--- src/rtl/alu_pipe_if.sv ---
// alu_pipe_if: command/result bundle for alu_pipe.
//   Issue side  : IN_VALID/IN_READY handshake carrying MODE, CMD, OPV, OPA, OPB,
//                 CIN and IN_TAG.
//   Result side : OUT_VALID/OUT_READY handshake carrying OUT_TAG, RES, MUL_RES
//                 and the COUT, OFLOW, G, E, L, ERR flags.
//   master = issue logic plus writeback consumer; slave = the ALU itself.
interface alu_pipe_if #(
    parameter int WIDTH   = 8,
    parameter int C_WIDTH = 4,
    parameter int TAG_W   = 4
);
    logic                 IN_VALID;
    logic                 IN_READY;
    logic                 MODE;
    logic [C_WIDTH-1:0]   CMD;
    logic [1:0]           OPV;
    logic [WIDTH-1:0]     OPA;
    logic [WIDTH-1:0]     OPB;
    logic                 CIN;
    logic [TAG_W-1:0]     IN_TAG;

    logic                 OUT_VALID;
    logic                 OUT_READY;
    logic [TAG_W-1:0]     OUT_TAG;
    logic [WIDTH:0]       RES;
    logic [2*WIDTH-1:0]   MUL_RES;
    logic                 COUT;
    logic                 OFLOW;
    logic                 G;
    logic                 E;
    logic                 L;
    logic                 ERR;

    modport master (
        output IN_VALID, MODE, CMD, OPV, OPA, OPB, CIN, IN_TAG, OUT_READY,
        input  IN_READY, OUT_VALID, OUT_TAG, RES, MUL_RES, COUT, OFLOW, G, E, L, ERR
    );

    modport slave (
        input  IN_VALID, MODE, CMD, OPV, OPA, OPB, CIN, IN_TAG, OUT_READY,
        output IN_READY, OUT_VALID, OUT_TAG, RES, MUL_RES, COUT, OFLOW, G, E, L, ERR
    );
endinterface

--- src/rtl/alu_pipe.sv ---
// alu_pipe: handshaked ALU with in-order retirement and a multi-cycle multiply.
//   CLK  : rising-edge clock
//   RST  : synchronous active-high reset (clears state and all outputs)
//   CE   : clock enable; 0 freezes everything and drops IN_READY
//   bus  : alu_pipe_if slave modport (command in, result out)
// One operation is in flight at a time. Non-multiply results appear right after
// the accepting edge; MUL/MULSH hold IN_READY low for MUL_LAT-1 cycles first.
module alu_pipe #(
    parameter int WIDTH   = 8,
    parameter int C_WIDTH = 4,
    parameter int MUL_LAT = 3,
    parameter int TAG_W   = 4
) (
    input  logic      CLK,
    input  logic      RST,
    input  logic      CE,
    alu_pipe_if.slave bus
);
    localparam int SH_W  = $clog2(WIDTH);
    localparam int CNT_W = $clog2(MUL_LAT + 1);
    localparam int PW    = 2 * WIDTH;

    typedef enum logic [1:0] {S_IDLE, S_MUL, S_OUT} state_t;

    function automatic logic add_ovf(input logic signed [WIDTH-1:0] a,
                                     input logic signed [WIDTH-1:0] b,
                                     input logic signed [WIDTH-1:0] r);
        return (a[WIDTH-1] == b[WIDTH-1]) && (r[WIDTH-1] != a[WIDTH-1]);
    endfunction

    function automatic logic sub_ovf(input logic signed [WIDTH-1:0] a,
                                     input logic signed [WIDTH-1:0] b,
                                     input logic signed [WIDTH-1:0] r);
        return (a[WIDTH-1] != b[WIDTH-1]) && (r[WIDTH-1] != a[WIDTH-1]);
    endfunction

    logic [WIDTH:0]          a_x, b_x, cin_x, one_x;
    logic signed [WIDTH-1:0] sa, sb;
    logic [SH_W-1:0]         amt;
    logic                    amt_bad;
    logic [PW-1:0]           rot2;

    logic [WIDTH:0]          res_c;
    logic [PW-1:0]           mul_c;
    logic [WIDTH-1:0]        lr;
    logic                    cout_c, oflow_c, g_c, e_c, l_c, err_c;
    logic                    is_mul_c, arith_c, undef_c, rot_c;
    logic [1:0]              need_c;
    int unsigned             op;

    // Operands widened by one bit so the top bit of every sum/difference is
    // the carry or borrow.
    assign a_x     = {1'b0, bus.OPA};
    assign b_x     = {1'b0, bus.OPB};
    assign cin_x   = {{WIDTH{1'b0}}, bus.CIN};
    assign one_x   = {{WIDTH{1'b0}}, 1'b1};
    assign sa      = signed'(bus.OPA);
    assign sb      = signed'(bus.OPB);
    assign amt     = bus.OPB[SH_W-1:0];
    assign amt_bad = (bus.OPB >> SH_W) != '0;

    // ---- stage p0: combinational decode and execute of the presented command
    always_comb begin
        res_c    = '0;
        mul_c    = '0;
        lr       = '0;
        rot2     = '0;
        cout_c   = 1'b0;
        oflow_c  = 1'b0;
        g_c      = 1'b0;
        e_c      = 1'b0;
        l_c      = 1'b0;
        is_mul_c = 1'b0;
        arith_c  = 1'b0;
        undef_c  = 1'b0;
        rot_c    = 1'b0;
        need_c   = 2'b11;
        op       = 32'(bus.CMD);
        if (bus.MODE) begin
            arith_c = 1'b1;
            case (op)
                0:  res_c = a_x + b_x;
                1:  res_c = a_x - b_x;
                2:  res_c = a_x + b_x + cin_x;
                3:  res_c = a_x - b_x - cin_x;
                4:  begin res_c = a_x + one_x; need_c = 2'b01; end
                5:  begin res_c = a_x - one_x; need_c = 2'b01; end
                6:  begin res_c = b_x + one_x; need_c = 2'b10; end
                7:  begin res_c = b_x - one_x; need_c = 2'b10; end
                8:  begin
                        arith_c = 1'b0;
                        g_c = bus.OPA > bus.OPB;
                        e_c = bus.OPA == bus.OPB;
                        l_c = bus.OPA < bus.OPB;
                    end
                9:  begin
                        arith_c  = 1'b0;
                        is_mul_c = 1'b1;
                        mul_c    = PW'(bus.OPA) * PW'(bus.OPB);
                    end
                10: begin
                        arith_c  = 1'b0;
                        is_mul_c = 1'b1;
                        mul_c    = (PW'(bus.OPA) << 1) * PW'(bus.OPB);
                    end
                11: begin
                        res_c   = a_x + b_x;
                        oflow_c = add_ovf(sa, sb, res_c[WIDTH-1:0]);
                    end
                12: begin
                        res_c   = a_x - b_x;
                        oflow_c = sub_ovf(sa, sb, res_c[WIDTH-1:0]);
                    end
                default: undef_c = 1'b1;
            endcase
            cout_c = arith_c & res_c[WIDTH];
        end else begin
            case (op)
                0:  lr = bus.OPA & bus.OPB;
                1:  lr = ~(bus.OPA & bus.OPB);
                2:  lr = bus.OPA | bus.OPB;
                3:  lr = ~(bus.OPA | bus.OPB);
                4:  lr = bus.OPA ^ bus.OPB;
                5:  lr = ~(bus.OPA ^ bus.OPB);
                6:  begin lr = ~bus.OPA;     need_c = 2'b01; end
                7:  begin lr = ~bus.OPB;     need_c = 2'b10; end
                8:  begin lr = bus.OPA >> 1; need_c = 2'b01; end
                9:  begin lr = bus.OPA << 1; need_c = 2'b01; end
                10: begin lr = bus.OPB >> 1; need_c = 2'b10; end
                11: begin lr = bus.OPB << 1; need_c = 2'b10; end
                // Rotates shift a doubled copy of OPA and take one half.
                12: begin
                        rot_c = 1'b1;
                        rot2  = {bus.OPA, bus.OPA} << amt;
                        lr    = rot2[PW-1:WIDTH];
                    end
                13: begin
                        rot_c = 1'b1;
                        rot2  = {bus.OPA, bus.OPA} >> amt;
                        lr    = rot2[WIDTH-1:0];
                    end
                default: undef_c = 1'b1;
            endcase
            res_c = {1'b0, lr};
        end

        err_c = undef_c | ((need_c & ~bus.OPV) != 2'b00) | (rot_c & amt_bad);
        if (err_c) begin
            res_c    = '0;
            mul_c    = '0;
            cout_c   = 1'b0;
            oflow_c  = 1'b0;
            g_c      = 1'b0;
            e_c      = 1'b0;
            l_c      = 1'b0;
            is_mul_c = 1'b0;
        end
    end

    state_t             state;
    logic [CNT_W-1:0]   cnt;
    logic               vld_p1;
    logic [TAG_W-1:0]   tag_p1;
    logic [WIDTH:0]     res_p1;
    logic [PW-1:0]      mul_p1;
    logic               cout_p1, oflow_p1, g_p1, e_p1, l_p1, err_p1;
    logic               in_ready;
    logic               accept;

    // In OUT a new command is only taken when the current result retires on
    // the same edge, which keeps results in acceptance order.
    assign in_ready = !RST && CE &&
                      ((state == S_IDLE) || ((state == S_OUT) && bus.OUT_READY));
    assign accept   = in_ready && bus.IN_VALID;

    // ---- stage p1: registered result, control FSM and multiply countdown
    always_ff @(posedge CLK) begin
        if (RST) begin
            state    <= S_IDLE;
            cnt      <= '0;
            vld_p1   <= 1'b0;
            tag_p1   <= '0;
            res_p1   <= '0;
            mul_p1   <= '0;
            cout_p1  <= 1'b0;
            oflow_p1 <= 1'b0;
            g_p1     <= 1'b0;
            e_p1     <= 1'b0;
            l_p1     <= 1'b0;
            err_p1   <= 1'b0;
        end else if (CE) begin
            if (accept) begin
                // The product is computed from operands sampled here; the MUL
                // state only models the latency before it is presented.
                tag_p1   <= bus.IN_TAG;
                res_p1   <= res_c;
                mul_p1   <= mul_c;
                cout_p1  <= cout_c;
                oflow_p1 <= oflow_c;
                g_p1     <= g_c;
                e_p1     <= e_c;
                l_p1     <= l_c;
                err_p1   <= err_c;
                if (is_mul_c && (MUL_LAT > 1)) begin
                    state  <= S_MUL;
                    cnt    <= CNT_W'(MUL_LAT - 1);
                    vld_p1 <= 1'b0;
                end else begin
                    state  <= S_OUT;
                    vld_p1 <= 1'b1;
                end
            end else if ((state == S_OUT) && bus.OUT_READY) begin
                state  <= S_IDLE;
                vld_p1 <= 1'b0;
            end else if (state == S_MUL) begin
                // The edge that takes cnt from 1 to 0 is the one that presents
                // the product, giving MUL_LAT-1 busy cycles after acceptance.
                cnt <= cnt - 1'b1;
                if (cnt == CNT_W'(1)) begin
                    state  <= S_OUT;
                    vld_p1 <= 1'b1;
                end
            end
        end
    end

    assign bus.IN_READY  = in_ready;
    assign bus.OUT_VALID = vld_p1;
    assign bus.OUT_TAG   = tag_p1;
    assign bus.RES       = res_p1;
    assign bus.MUL_RES   = mul_p1;
    assign bus.COUT      = cout_p1;
    assign bus.OFLOW     = oflow_p1;
    assign bus.G         = g_p1;
    assign bus.E         = e_p1;
    assign bus.L         = l_p1;
    assign bus.ERR       = err_p1;
endmodule

--- src/flat_wrapper.sv ---
// flat-port wrapper written by rule: the top's interface ports become plain ports
module alu_pipe_flat 
#(
    parameter int WIDTH   = 8,
    parameter int C_WIDTH = 4,
    parameter int MUL_LAT = 3,
    parameter int TAG_W   = 4
)
  (CLK, RST, CE, bus_IN_VALID, bus_MODE, bus_CMD, bus_OPV, bus_OPA, bus_OPB, bus_CIN, bus_IN_TAG, bus_OUT_READY, bus_IN_READY, bus_OUT_VALID, bus_OUT_TAG, bus_RES, bus_MUL_RES, bus_COUT, bus_OFLOW, bus_G, bus_E, bus_L, bus_ERR);
  alu_pipe_if #(.WIDTH(WIDTH), .C_WIDTH(C_WIDTH), .TAG_W(TAG_W)) bus_i ();
  input  logic CLK;
  input  logic RST;
  input  logic CE;
  input wire logic [$bits(bus_i.IN_VALID)-1:0] bus_IN_VALID;
  input wire logic [$bits(bus_i.MODE)-1:0] bus_MODE;
  input wire logic [$bits(bus_i.CMD)-1:0] bus_CMD;
  input wire logic [$bits(bus_i.OPV)-1:0] bus_OPV;
  input wire logic [$bits(bus_i.OPA)-1:0] bus_OPA;
  input wire logic [$bits(bus_i.OPB)-1:0] bus_OPB;
  input wire logic [$bits(bus_i.CIN)-1:0] bus_CIN;
  input wire logic [$bits(bus_i.IN_TAG)-1:0] bus_IN_TAG;
  input wire logic [$bits(bus_i.OUT_READY)-1:0] bus_OUT_READY;
  output wire logic [$bits(bus_i.IN_READY)-1:0] bus_IN_READY;
  output wire logic [$bits(bus_i.OUT_VALID)-1:0] bus_OUT_VALID;
  output wire logic [$bits(bus_i.OUT_TAG)-1:0] bus_OUT_TAG;
  output wire logic [$bits(bus_i.RES)-1:0] bus_RES;
  output wire logic [$bits(bus_i.MUL_RES)-1:0] bus_MUL_RES;
  output wire logic [$bits(bus_i.COUT)-1:0] bus_COUT;
  output wire logic [$bits(bus_i.OFLOW)-1:0] bus_OFLOW;
  output wire logic [$bits(bus_i.G)-1:0] bus_G;
  output wire logic [$bits(bus_i.E)-1:0] bus_E;
  output wire logic [$bits(bus_i.L)-1:0] bus_L;
  output wire logic [$bits(bus_i.ERR)-1:0] bus_ERR;
  assign bus_i.IN_VALID = bus_IN_VALID;
  assign bus_i.MODE = bus_MODE;
  assign bus_i.CMD = bus_CMD;
  assign bus_i.OPV = bus_OPV;
  assign bus_i.OPA = bus_OPA;
  assign bus_i.OPB = bus_OPB;
  assign bus_i.CIN = bus_CIN;
  assign bus_i.IN_TAG = bus_IN_TAG;
  assign bus_i.OUT_READY = bus_OUT_READY;
  assign bus_IN_READY = bus_i.IN_READY;
  assign bus_OUT_VALID = bus_i.OUT_VALID;
  assign bus_OUT_TAG = bus_i.OUT_TAG;
  assign bus_RES = bus_i.RES;
  assign bus_MUL_RES = bus_i.MUL_RES;
  assign bus_COUT = bus_i.COUT;
  assign bus_OFLOW = bus_i.OFLOW;
  assign bus_G = bus_i.G;
  assign bus_E = bus_i.E;
  assign bus_L = bus_i.L;
  assign bus_ERR = bus_i.ERR;
  alu_pipe #(.WIDTH(WIDTH), .C_WIDTH(C_WIDTH), .MUL_LAT(MUL_LAT), .TAG_W(TAG_W)) u_core (.CLK(CLK), .RST(RST), .CE(CE), .bus(bus_i));
endmodule
--- config.mk ---
export PLATFORM = sky130hd
export DESIGN_NAME = alu_pipe_flat
export DESIGN_NICKNAME = d
export VERILOG_FILES = /design/src/rtl/alu_pipe_if.sv /design/src/rtl/alu_pipe.sv /design/src/flat_wrapper.sv
export SDC_FILE = /design/constraint.sdc
export NUM_CORES = 1
export LEC_CHECK = 0
export CAP_MARGIN = 15
export CORE_UTILIZATION = 60
export CTS_CLUSTER_DIAMETER = 200
export DETAILED_ROUTE_END_ITERATION = 12
export PLACE_DENSITY = 0.9
export SYNTH_ARGS = -nofsm -noshare
export SYNTH_HDL_FRONTEND = slang
export SYNTH_SLANG_ARGS = --single-unit
--- constraint.sdc ---
create_clock -name CLK -period 14.4 [get_ports CLK]
set_input_delay 1.44 -clock CLK [delete_from_list [all_inputs] [get_ports CLK]]
set_output_delay 1.44 -clock CLK [all_outputs]
set_load 0.05 [all_outputs]
==> run summary, run 1 <==
Hold WC Path Type - reg -> reg
Synth async-reset ratio - 0%
FP Rows - 39
Worst-Margin Slew - 0.9429 ns
Residual DRC - 0
Max VDD drop - 0.1745 mV
Syn Nets - 1,109
Hold Slack - 0.4539 ns
core area - 11,660 sq um
crit path capture type - register
Post-Synth Simple-Gate Area - 19.83%
initial antenna violation count - 0
clock sink count - 39
Die X - 112.4 microns
DR iter-0 viols - 1,016
Max Cap Violations - 0
arrival time worst endpoint - 7.46 ns
Slew HR - 36.66%
Synth Area in Adders - 25.66%
Period minus WS final - 7.298 ns
Area Growth Syn to Fin - 12.18%
mapped cell area - 7315 sq um
final WL - 23,680 microns
worst-path maximum fanout - 20
Post CTS Setup Buffer Count - 0
mux share of post-synthesis cell area - 7.578%
setup TNS - 0 ns
Final #Nets - 1,146
DR vias - 7,658
gpl congestion - 1.003
H-Tree Depth - 2
WL/cell - 20.94 microns
post-DP HPWL - 17,550 microns
CTS tree - done
Die Footprint - 12,640 sq um
Final Cycle Share - 50.68%
ant diodes - 0
Worst setup SP type - input pin
Avg Cell Area, Syn - 7.699 sq um
num ports - 70
Synth Area in XOR/XNOR - 6.825%
Synth Instances - 950
post-synthesis compound-gate area fraction - 22.22%
Total GRT Usage - 38.45%
critical path required time - 14.56 ns
Routed Antenna Nets - 0
# resized after CTS - 0
die height - 112.4 microns
Hold Violations, Final - 0
Max Transition Viols Final - 0
post-synth cell types - 71
critical path class - in -> reg
worst slack, placed - 6.872 ns
fin worst setup slack - 7.102 ns
Initial Util - 62.72%
skew final - 0.008977 ns
most frequent cells in the layout - nor2_1, ha_1, inv_1, clkdlybuf4s50_1, a21oi_1
Lkg Pwr - 0.003607 uW
status - completed
first-pass GRT wire length - 38,300 microns
Port Buffers - 69
Fmax - 137.0 MHz
Clock Tree Buf Depth - 2
PwrDens - 76.46 nW/um^2
commonest non-fill, non-tap cell in the layout - nor2_1
drt pass-1 iters - 8
Clk Latency, worst-skew pair - 0.28 ns
sequential area share after synthesis - 10.67%
CTS Hold Bufs - 0
TritonCTS Buffers - 5
main combinational cell family by area after synthesis - adder cells
ys flop type - dfxtp_1
share of layout cells above drive strength 1 - 4.656%
EDFF count, synth - 0
Synth Warn # - 0
post-synthesis sequential element count - 39
RSZ-0062 raised after global routing - no
largest net degree at the start of global routing - 46
Worst-path clk slew - 0.06 ns
total grt overflow - 0
vias per std cell - 6.771
Final Setup Violations - 0
vias in the first global route - 7,490
clk root buf - clkbuf_16
==> sequential cells by signal, summed over array words and instances (netlist names) <==
name / flops
u_core.bus.MUL_RES: 16
u_core.bus.RES: 9
u_core.bus.OUT_TAG: 4
u_core.cnt: 2
u_core.bus.COUT: 1
u_core.bus.E: 1
u_core.bus.ERR: 1
u_core.bus.G: 1
u_core.bus.L: 1
u_core.bus.OFLOW: 1
u_core.bus.OUT_VALID: 1
u_core.state: 1
==> cell families (layout without fill, tap and decap cells) <==
logic type	count (synthesis)	in the layout
AO/OA/AOI/OAI	239	239
multiplexers	46	46
AND/OR/NAND/NOR	308	308
buffers and inverters	135	173
flip-flops	39	39
XOR/XNOR	57	57
adder cells (fa/ha/maj)	126	126
==> layer usage <==
| metal | GRT usage [%] | vias to the layer above | share of wire, % | wire length, microns |
|---|---|---|---|---|
| met1 | 49.24 | 3523 | 38 | 9017 |
| met3 | 6.911 | 113 | 11 | 2631 |
| met2 | 62.28 | 580 | 45 | 10690 |
| li1 | - | 3442 | - | - |
| met4 | 19.73 | 0 | 5.7 | 1348 |
| met5 | 0 | - | 0 | 0 |
==> synthesized netlist by cell type (all sizes together), types with 5 or more instances <==
| master | instances | area share (%) |
|---|---|---|
| clkbuf | 32 | 1.6 |
| a21oi | 65 | 4.4 |
| fa | 40 | 11 |
| a22o | 9 | 1.1 |
| nor2b | 11 | 0.94 |
| a32oi | 5 | 0.60 |
| a21o | 11 | 1.1 |
| nand3 | 12 | 0.82 |
| nor2 | 142 | 7.3 |
| nor3 | 24 | 1.7 |
| mux4 | 7 | 2.2 |
| ha | 86 | 15 |
| nand2b | 15 | 1.3 |
| mux2 | 5 | 0.77 |
| o221ai | 5 | 0.60 |
| nor4 | 8 | 0.89 |
| mux2i | 34 | 4.7 |
| nand2 | 58 | 3.0 |
| a22oi | 18 | 1.8 |
| and2 | 7 | 0.60 |
| xor2 | 22 | 2.6 |
| xnor2 | 35 | 4.2 |
| and3 | 7 | 0.60 |
| a221oi | 7 | 0.84 |
| dfxtp | 39 | 11 |
| inv | 78 | 4.0 |
| o21a | 5 | 0.51 |
| a211oi | 10 | 1.0 |
| o22ai | 10 | 0.86 |
| buf | 21 | 1.4 |
| o21ai | 34 | 2.3 |
| a31oi | 10 | 0.86 |
==> critical path, cell delays in order <==
cell and delay (ns):
clkdlybuf4s50_1 0.98, clkinv_1 0.78, nor2_1 0.35, fa_1 0.48, fa_1 0.48, fa_1 0.55
inv_1 0.06, fa_1 0.53, inv_1 0.04, ha_1 0.30, and3_1 0.17, a31oi_1 0.16
o21ai_0 0.16, a41oi_1 0.29, a21oi_1 0.11, xor2_1 0.16, a222oi_1 0.32, nor3_1 0.08
==> final cells by class <==
cell class,instances,area (sq um)
inverters,82,307.8
clock buffers,6,128.9
clock inverters,2,12.51
flip-flops and latches,39,780.7
well taps,143,178.9
repair buffers,83,790.8
fillers,981,3457
multi-input cells,776,6006
==> metrics by stage <==
stage                     cells  util, %  total power, uW  cell area [sq um]
after detailed placement   1123    69.14            512.6               8064
final                      1131    70.36            627.4               8205
after global placement     1123    69.14            499.1               8064
after floorplan             950        -            410.4               7315
after global routing       1131    70.36            676.7               8205
after CTS                  1131    70.36            619.5               8205
==> power breakdown <==
| part | switching [uW] | internal [uW] |
|---|---|---|
| clock | 42.9 | 63.9 |
| combinational | 249 | 162 |
| sequential | 0.867 | 109 |
==> path summary, 6_finish.rpt <==
| check | startpoint | slack, ns | end | cells past startpoint |
|---|---|---|---|---|
| worst max-delay path | bus_OPB[2] | 7.10 | u_core.bus.MUL_RES[14] | 18 |
| worst min-delay path | u_core.bus.RES[3] | 0.45 | u_core.bus.RES[3] | 2 |
| worst max register to register | u_core.bus.OUT_VALID | 11.49 | u_core.bus.MUL_RES[1] | 8 |
| worst min register to register | u_core.bus.RES[3] | 0.45 | u_core.bus.RES[3] | 2 |
Note: power is estimated with default switching activity, not from simulation.
==> inputs of run 2 (changes only) <==
--- a/config.mk
+++ b/config.mk
@@ -6,10 +6,10 @@
 export NUM_CORES = 1
 export LEC_CHECK = 0
 export CAP_MARGIN = 15
-export CORE_UTILIZATION = 60
+export CORE_UTILIZATION = 54
 export CTS_CLUSTER_DIAMETER = 200
 export DETAILED_ROUTE_END_ITERATION = 12
-export PLACE_DENSITY = 0.9
+export PLACE_DENSITY = 0.86
 export SYNTH_ARGS = -nofsm -noshare
 export SYNTH_HDL_FRONTEND = slang
 export SYNTH_SLANG_ARGS = --single-unit
==> constraint.sdc (replaced) <==
create_clock -name CLK -period 6.5 [get_ports CLK]
set_input_delay 0.65 -clock CLK [delete_from_list [all_inputs] [get_ports CLK]]
set_output_delay 0.65 -clock CLK [all_outputs]
set_load 0.05 [all_outputs]
==> run 2 against run 1 <==
  * Core utilization shrank 7.4 points
  * Sequential power grew 120%
  * Critical path depth shrank 1
  * Cell count grew 3.6%
  * Largest cell class unchanged
==> run summary, run 2 (synthesis results as in run 1) <==
FILL cells - 1,188 (+21%)
num ports - 70 (unchanged)
Comb power frac - 63.8% (-1.6 points)
status - completed
Initial Util - 55.23% (-7.5 points)
TritonCTS Buffers - 5 (unchanged)
crit path capture type - register
DR vias - 7,573 (-1.1%)
FP Rows - 42 (+7.7%)
arrival time worst endpoint - 5.84 ns (-1.62 ns)
Hold WC Path Type - reg -> reg
vias per std cell - 6.462 (-4.6%)
Fmax - 176.1 MHz
DR iter-0 viols - 947 (-6.8%)
die height - 118.4 microns (+5.3%)
Final Setup Violations - 0 (unchanged)
Port Buffers - 69 (unchanged)
worst slack, placed - 0.6431 ns (-6.229 ns)
final WL - 24,410 microns (+3.1%)
initial antenna violation count - 0 (unchanged)
largest net degree at the start of global routing - 43 (-6.5%)
# resized after CTS - 0 (unchanged)
Overall Power - 1441 uW (+130%)
CTS tree - done
clk root buf - clkbuf_16
Max VDD drop - 0.2797 mV (+60%)
Net Sw Power - 656.0 uW (+120%)
Residual DRC - 0 (unchanged)
ant diodes - 0 (unchanged)
Clock Tree Buf Depth - 2 (unchanged)
critical path class - in -> reg
Slowest cell on crit path - clkdlybuf4s50_1
skew final - 0.006294 ns (-0.002683 ns)
PwrDens - 172.9 nW/um^2 (+130%)
gpl congestion - 1.045 (+4.2%)
Final Cycle Share - 87.36%
Clk Latency, worst-skew pair - 0.28 ns (about the same)
Worst-path clk slew - 0.06 ns (about the same)
Sequential Power Share - 16.9% (-0.6 points)
Top delay family on crit path - adder cells
Lkg Pwr - 0.003663 uW (+1.6%)
Clk pwr share - 19.3% (+2.3 points)
WL/cell - 20.83 microns (-0.54%)
Post-Layout Cell Count - 1,172 (+3.6%)
worst path buffer plus inverter count - 3 (-1)
Sw Ratio - 45.51% (-1.2 points)
Die X - 118.4 microns (+5.3%)
core area - 13,240 sq um (+14%)
Period minus WS final - 5.678 ns
Worst-Margin Slew - 1.176 ns (+0.2329 ns)
Worst setup SP type - input pin
most frequent cells in the layout - nor2_1, ha_1, inv_1, clkdlybuf4s50_1, a21oi_1
total grt overflow - 0 (unchanged)
H-Tree Depth - 2 (unchanged)
CP peak stage delay - 0.70 ns (-0.28 ns)
Area Growth Syn to Fin - 13.99%
cell mode on critical path - fa_1
first-pass GRT wire length - 38,070 microns (-0.58%)
setup TNS - 0 ns (unchanged)
Final #Nets - 1,154 (+0.70%)
critical path required time - 6.66 ns (-7.90 ns)
commonest non-fill, non-tap cell in the layout - nor2_1
worst-path maximum fanout - 8 (-60%)
RSZ-0062 raised after global routing - no
Routed Antenna Nets - 0 (unchanged)
Max Cap Violations - 0 (unchanged)
Slew HR - 21.53% (-15 points)
share of layout cells above drive strength 1 - 5.522% (+0.87 points)
Die Footprint - 14,020 sq um (+11%)
CTS Hold Bufs - 0 (unchanged)
clock sink count - 39 (unchanged)
placed cell count - 1,163 (+3.6%)
drt pass-1 iters - 9 (+1)
fin worst setup slack - 0.8219 ns (-6.280 ns)
Post CTS Setup Buffer Count - 0 (unchanged)
Max Transition Viols Final - 0 (unchanged)
vias in the first global route - 7,166 (-4.3%)
max FFs per register - 16 (unchanged)
critical-path cell list - clkdlybuf4s50_1 -> ha_1 -> fa_1 -> fa_1 -> fa_1 -> inv_1 -> fa_1 -> inv_1 -> ha_1 -> and3_1 -> a31oi_1 -> o21ai_0 -> a41oi_1 -> a21oi_1 -> xor2_1 -> a222oi_1 -> nor3_1
post-DP HPWL - 18,900 microns (+7.7%)
Total GRT Usage - 34.69% (-3.8 points)
P_int - 785.4 uW (+130%)
Hold Violations, Final - 0 (unchanged)
run 2: changes by cell type in the layout (fill, tap and decap cells not counted), sizes merged:
cell and change:
clkinv +1, clkbuf -1, bufinv +1, clkinvlp -1
buf +8
run 2: stage by stage:
stage               area, sq um  utilization (%)  hold slack (ns)
floorplan                  7315                -           0.4437
global placement           8158            61.60           0.4349
detailed placement         8158            61.60           0.4405
CTS                        8327            62.88           0.4526
global route               8338            62.96           0.4813
finish                     8338            62.96           0.4517
run 2: worst paths after layout:
kind                                            from                      to  slack [ns]  cells after the start
worst min-delay path               u_core.bus.RES[8]       u_core.bus.RES[8]        0.45                      1
worst min register to register     u_core.bus.RES[8]       u_core.bus.RES[8]        0.45                      1
worst max-delay path                      bus_OPA[4]  u_core.bus.MUL_RES[14]        0.82                     17
worst max register to register  u_core.bus.OUT_VALID   u_core.bus.MUL_RES[1]        3.31                      7
run 2: per-layer routing:
layer / vias to the layer above / share of wire [%] / GRT usage [%]
li1: 3457 / - / -
met1: 3485 / 38 / 42.96
met2: 519 / 44 / 54.89
met4: 0 / 6.9 / 19.94
met3: 112 / 11 / 8.156
met5: - / 0 / 2.941
run 2: power groups by stage:
stage	Clock (uW)	Combinational [uW]	Sequential (uW)
finish	278	920	244
floorplan	0	651	258
detailed placement	0	894	249
global placement	0	871	249
CTS	281	901	244
global route	292	1010	244
run 2: layout make-up:
cell class | count | area (sq um) | area share, %
Tap cell | 176 | 220.2 | 2.641
Inverter | 82 | 307.8 | 3.691
Sequential cell | 39 | 780.7 | 9.364
Clock inverter | 3 | 43.79 | 0.5252
Clock buffer | 5 | 125.1 | 1.501
Multi-Input combinational cell | 776 | 6006 | 72.03
Timing Repair Buffer | 91 | 854.6 | 10.25
==> inputs of run 3 (changes only) <==
--- a/config.mk
+++ b/config.mk
@@ -6,6 +6,7 @@
 export NUM_CORES = 1
 export LEC_CHECK = 0
 export CAP_MARGIN = 15
+export CORE_MARGIN = 10
 export CORE_UTILIZATION = 54
 export CTS_CLUSTER_DIAMETER = 200
 export DETAILED_ROUTE_END_ITERATION = 12
==> run 3 against run 2 <==
  * Fmax rose by 2.2%
  * First-iteration DRC count fell by 1.2%
  * Clock power rose by 7%
  * Combinational power fell by 0.7%
  * Critical path type unchanged
  * Count of clock-buffer cells in the layout rose by 1
  * Power rose by 0.93%
  * Routed wire length rose by 6.3%
  * Via count fell by 0.63%
  * Die area rose by 33%
  * Cell area rose by 0.24%
==> run summary, run 3 (synthesis results as in run 1) <==
TritonCTS Buffers - 5 (unchanged)
Post CTS Setup Buffer Count - 0 (unchanged)
crit path capture type - register
met2 GRT Util - 44.41% (-10 points)
final WL - 25,940 microns (+6.3%)
RSZ-0062 raised after global routing - no
Die X - 136.4 microns (+15%)
FP Rows - 42 (unchanged)
P_int - 796.1 uW (+1.4%)
critical path required time - 6.68 ns (+0.02 ns)
share of layout cells above drive strength 1 - 5.711% (+0.19 points)
worst-path maximum fanout - 8 (unchanged)
DR vias - 7,525 (-0.63%)
Port Buffers - 69 (unchanged)
Comb power frac - 62.9% (-0.9 points)
PwrDens - 174.1 nW/um^2 (+0.69%)
FILL cells - 1,202 (+1.2%)
total grt overflow - 0 (unchanged)
Residual DRC - 0 (unchanged)
Clk pwr share - 20.4% (+1.1 points)
commonest non-fill, non-tap cell in the layout - nor2_1
Fmax - 179.9 MHz (+2.2%)
Worst setup SP type - input pin
critical path class - in -> reg
die height - 136.4 microns (+15%)
ant diodes - 0 (unchanged)
Max Transition Viols Final - 0 (unchanged)
num ports - 70 (unchanged)
Lkg Pwr - 0.003675 uW (+0.32%)
placed cell count - 1,166 (+0.26%)
post-DP HPWL - 20,260 microns (+7.2%)
Routed Antenna Nets - 0 (unchanged)
Net Sw Power - 658.8 uW (+0.43%)
gpl congestion - 1.034 (-1.1%)
Final Setup Violations - 0 (unchanged)
Hold WC Path Type - reg -> reg
Final #Nets - 1,156 (+0.17%)
setup TNS - 0 ns (unchanged)
Sw Ratio - 45.28% (-0.23 points)
GR peak layer - met2
Slew HR - 27.27% (+5.7 points)
vias in the first global route - 7,289 (+1.7%)
Period minus WS final - 5.558 ns (-0.1198 ns)
WL/cell - 22.09 microns (+6.1%)
Area Growth Syn to Fin - 14.27%
vias per std cell - 6.410 (-0.80%)
grt met1 use - 35.98% (-7.0 points)
Clock Tree Buf Depth - 2 (unchanged)
Hold Violations, Final - 0 (unchanged)
Final Cycle Share - 85.51% (-1.8 points)
Max VDD drop - 0.3016 mV (+7.8%)
H-Tree Depth - 2 (unchanged)
skew final - 0.004669 ns (-0.001624 ns)
worst r2r path cells - 8 (+1)
largest net degree at the start of global routing - 40 (-7.0%)
CTS Hold Bufs - 0 (unchanged)
Post-Layout Cell Count - 1,174 (+0.17%)
Hold Path Stages - 2 (+1)
Worst-Margin Slew - 1.083 ns (-0.09325 ns)
Die Footprint - 18,600 sq um (+33%)
Clk Latency, worst-skew pair - 0.29 ns (about the same)
drt pass-1 iters - 7 (-2)
DR iter-0 viols - 936 (-1.2%)
Initial Util - 55.23% (unchanged)
first-pass GRT wire length - 41,140 microns (+8.1%)
most frequent cells in the layout - nor2_1, ha_1, inv_1, clkdlybuf4s50_1, a21oi_1
max FFs per register - 16 (unchanged)
Max Cap Violations - 0 (unchanged)
met3 track demand over resource - 4.908% (-3.2 points)
status - completed
Worst-path clk slew - 0.06 ns (about the same)
clock sink count - 39 (unchanged)
clk root buf - clkbuf_16
initial antenna violation count - 0 (unchanged)
# resized after CTS - 0 (unchanged)
Sequential Power Share - 16.7% (-0.2 points)
Total GRT Usage - 27.83% (-6.9 points)
core area - 13,240 sq um (unchanged)
CTS tree - done
arrival time worst endpoint - 5.74 ns (-0.10 ns)
[run 3: through the flow]
step           hold WS [ns]  worst slack, ns  total power (uW)  cell area (sq um)  utilization [%]
6_report             0.4508           0.9417              1455               8358            63.11
3_5_place_dp         0.4421           0.6731              1141               8180            61.77
3_3_place_gp         0.4379           0.8148              1127               8180            61.77
4_1_cts              0.4504           0.9619              1443               8358            63.11
5_1_grt              0.4707           0.6020              1569               8358            63.11
2_1_floorplan        0.4437            1.063             909.1               7315                -
[run 3: final cells by class]
class / count / area, sq um / share of cell area (%)
Multi-Input combinational cell: 776 / 6006 / 71.86
Inverter: 82 / 307.8 / 3.683
Sequential cell: 39 / 780.7 / 9.341
Timing Repair Buffer: 93 / 865.8 / 10.36
Clock buffer: 6 / 138.9 / 1.662
Tap cell: 176 / 220.2 / 2.635
Clock inverter: 2 / 38.79 / 0.4641
[run 3: path summary, 6_finish.rpt]
path / startpoint / to / slack (ns)
max: bus_OPA[5] / u_core.bus.MUL_RES[15] / 0.94
min reg2reg: u_core.bus.OFLOW / u_core.bus.OFLOW / 0.45
min: u_core.bus.OFLOW / u_core.bus.OFLOW / 0.45
max reg2reg: u_core.bus.OUT_VALID / u_core.bus.MUL_RES[1] / 3.78
[run 3: critical path, stage by stage]
cell             delay, ns
clkdlybuf4s50_1       0.73
inv_1                 0.26
nor2_1                0.20
fa_1                  0.43
fa_1                  0.49
fa_1                  0.55
inv_1                 0.06
fa_1                  0.53
inv_1                 0.04
ha_1                  0.33
or2_2                 0.29
a21oi_1               0.16
a21oi_1               0.08
a31oi_1               0.25
o21ai_0               0.16
xnor2_1               0.15
a222oi_1              0.30
inv_1                 0.06
[run 3: per-layer routing]
layer / up-vias / share of wire (%)
li1: 3452 / -
met3: 95 / 9.4
met2: 425 / 46
met4: 0 / 5.1
met5: - / 0
met1: 3553 / 40
[run 3: power groups by stage]
stage	Combinational, uW	Clock (uW)	Sequential [uW]
after floorplan	651	0	258
after global placement	879	0	249
after detailed placement	892	0	249
after CTS	901	298	244
after global routing	1010	310	244
final	914	297	244
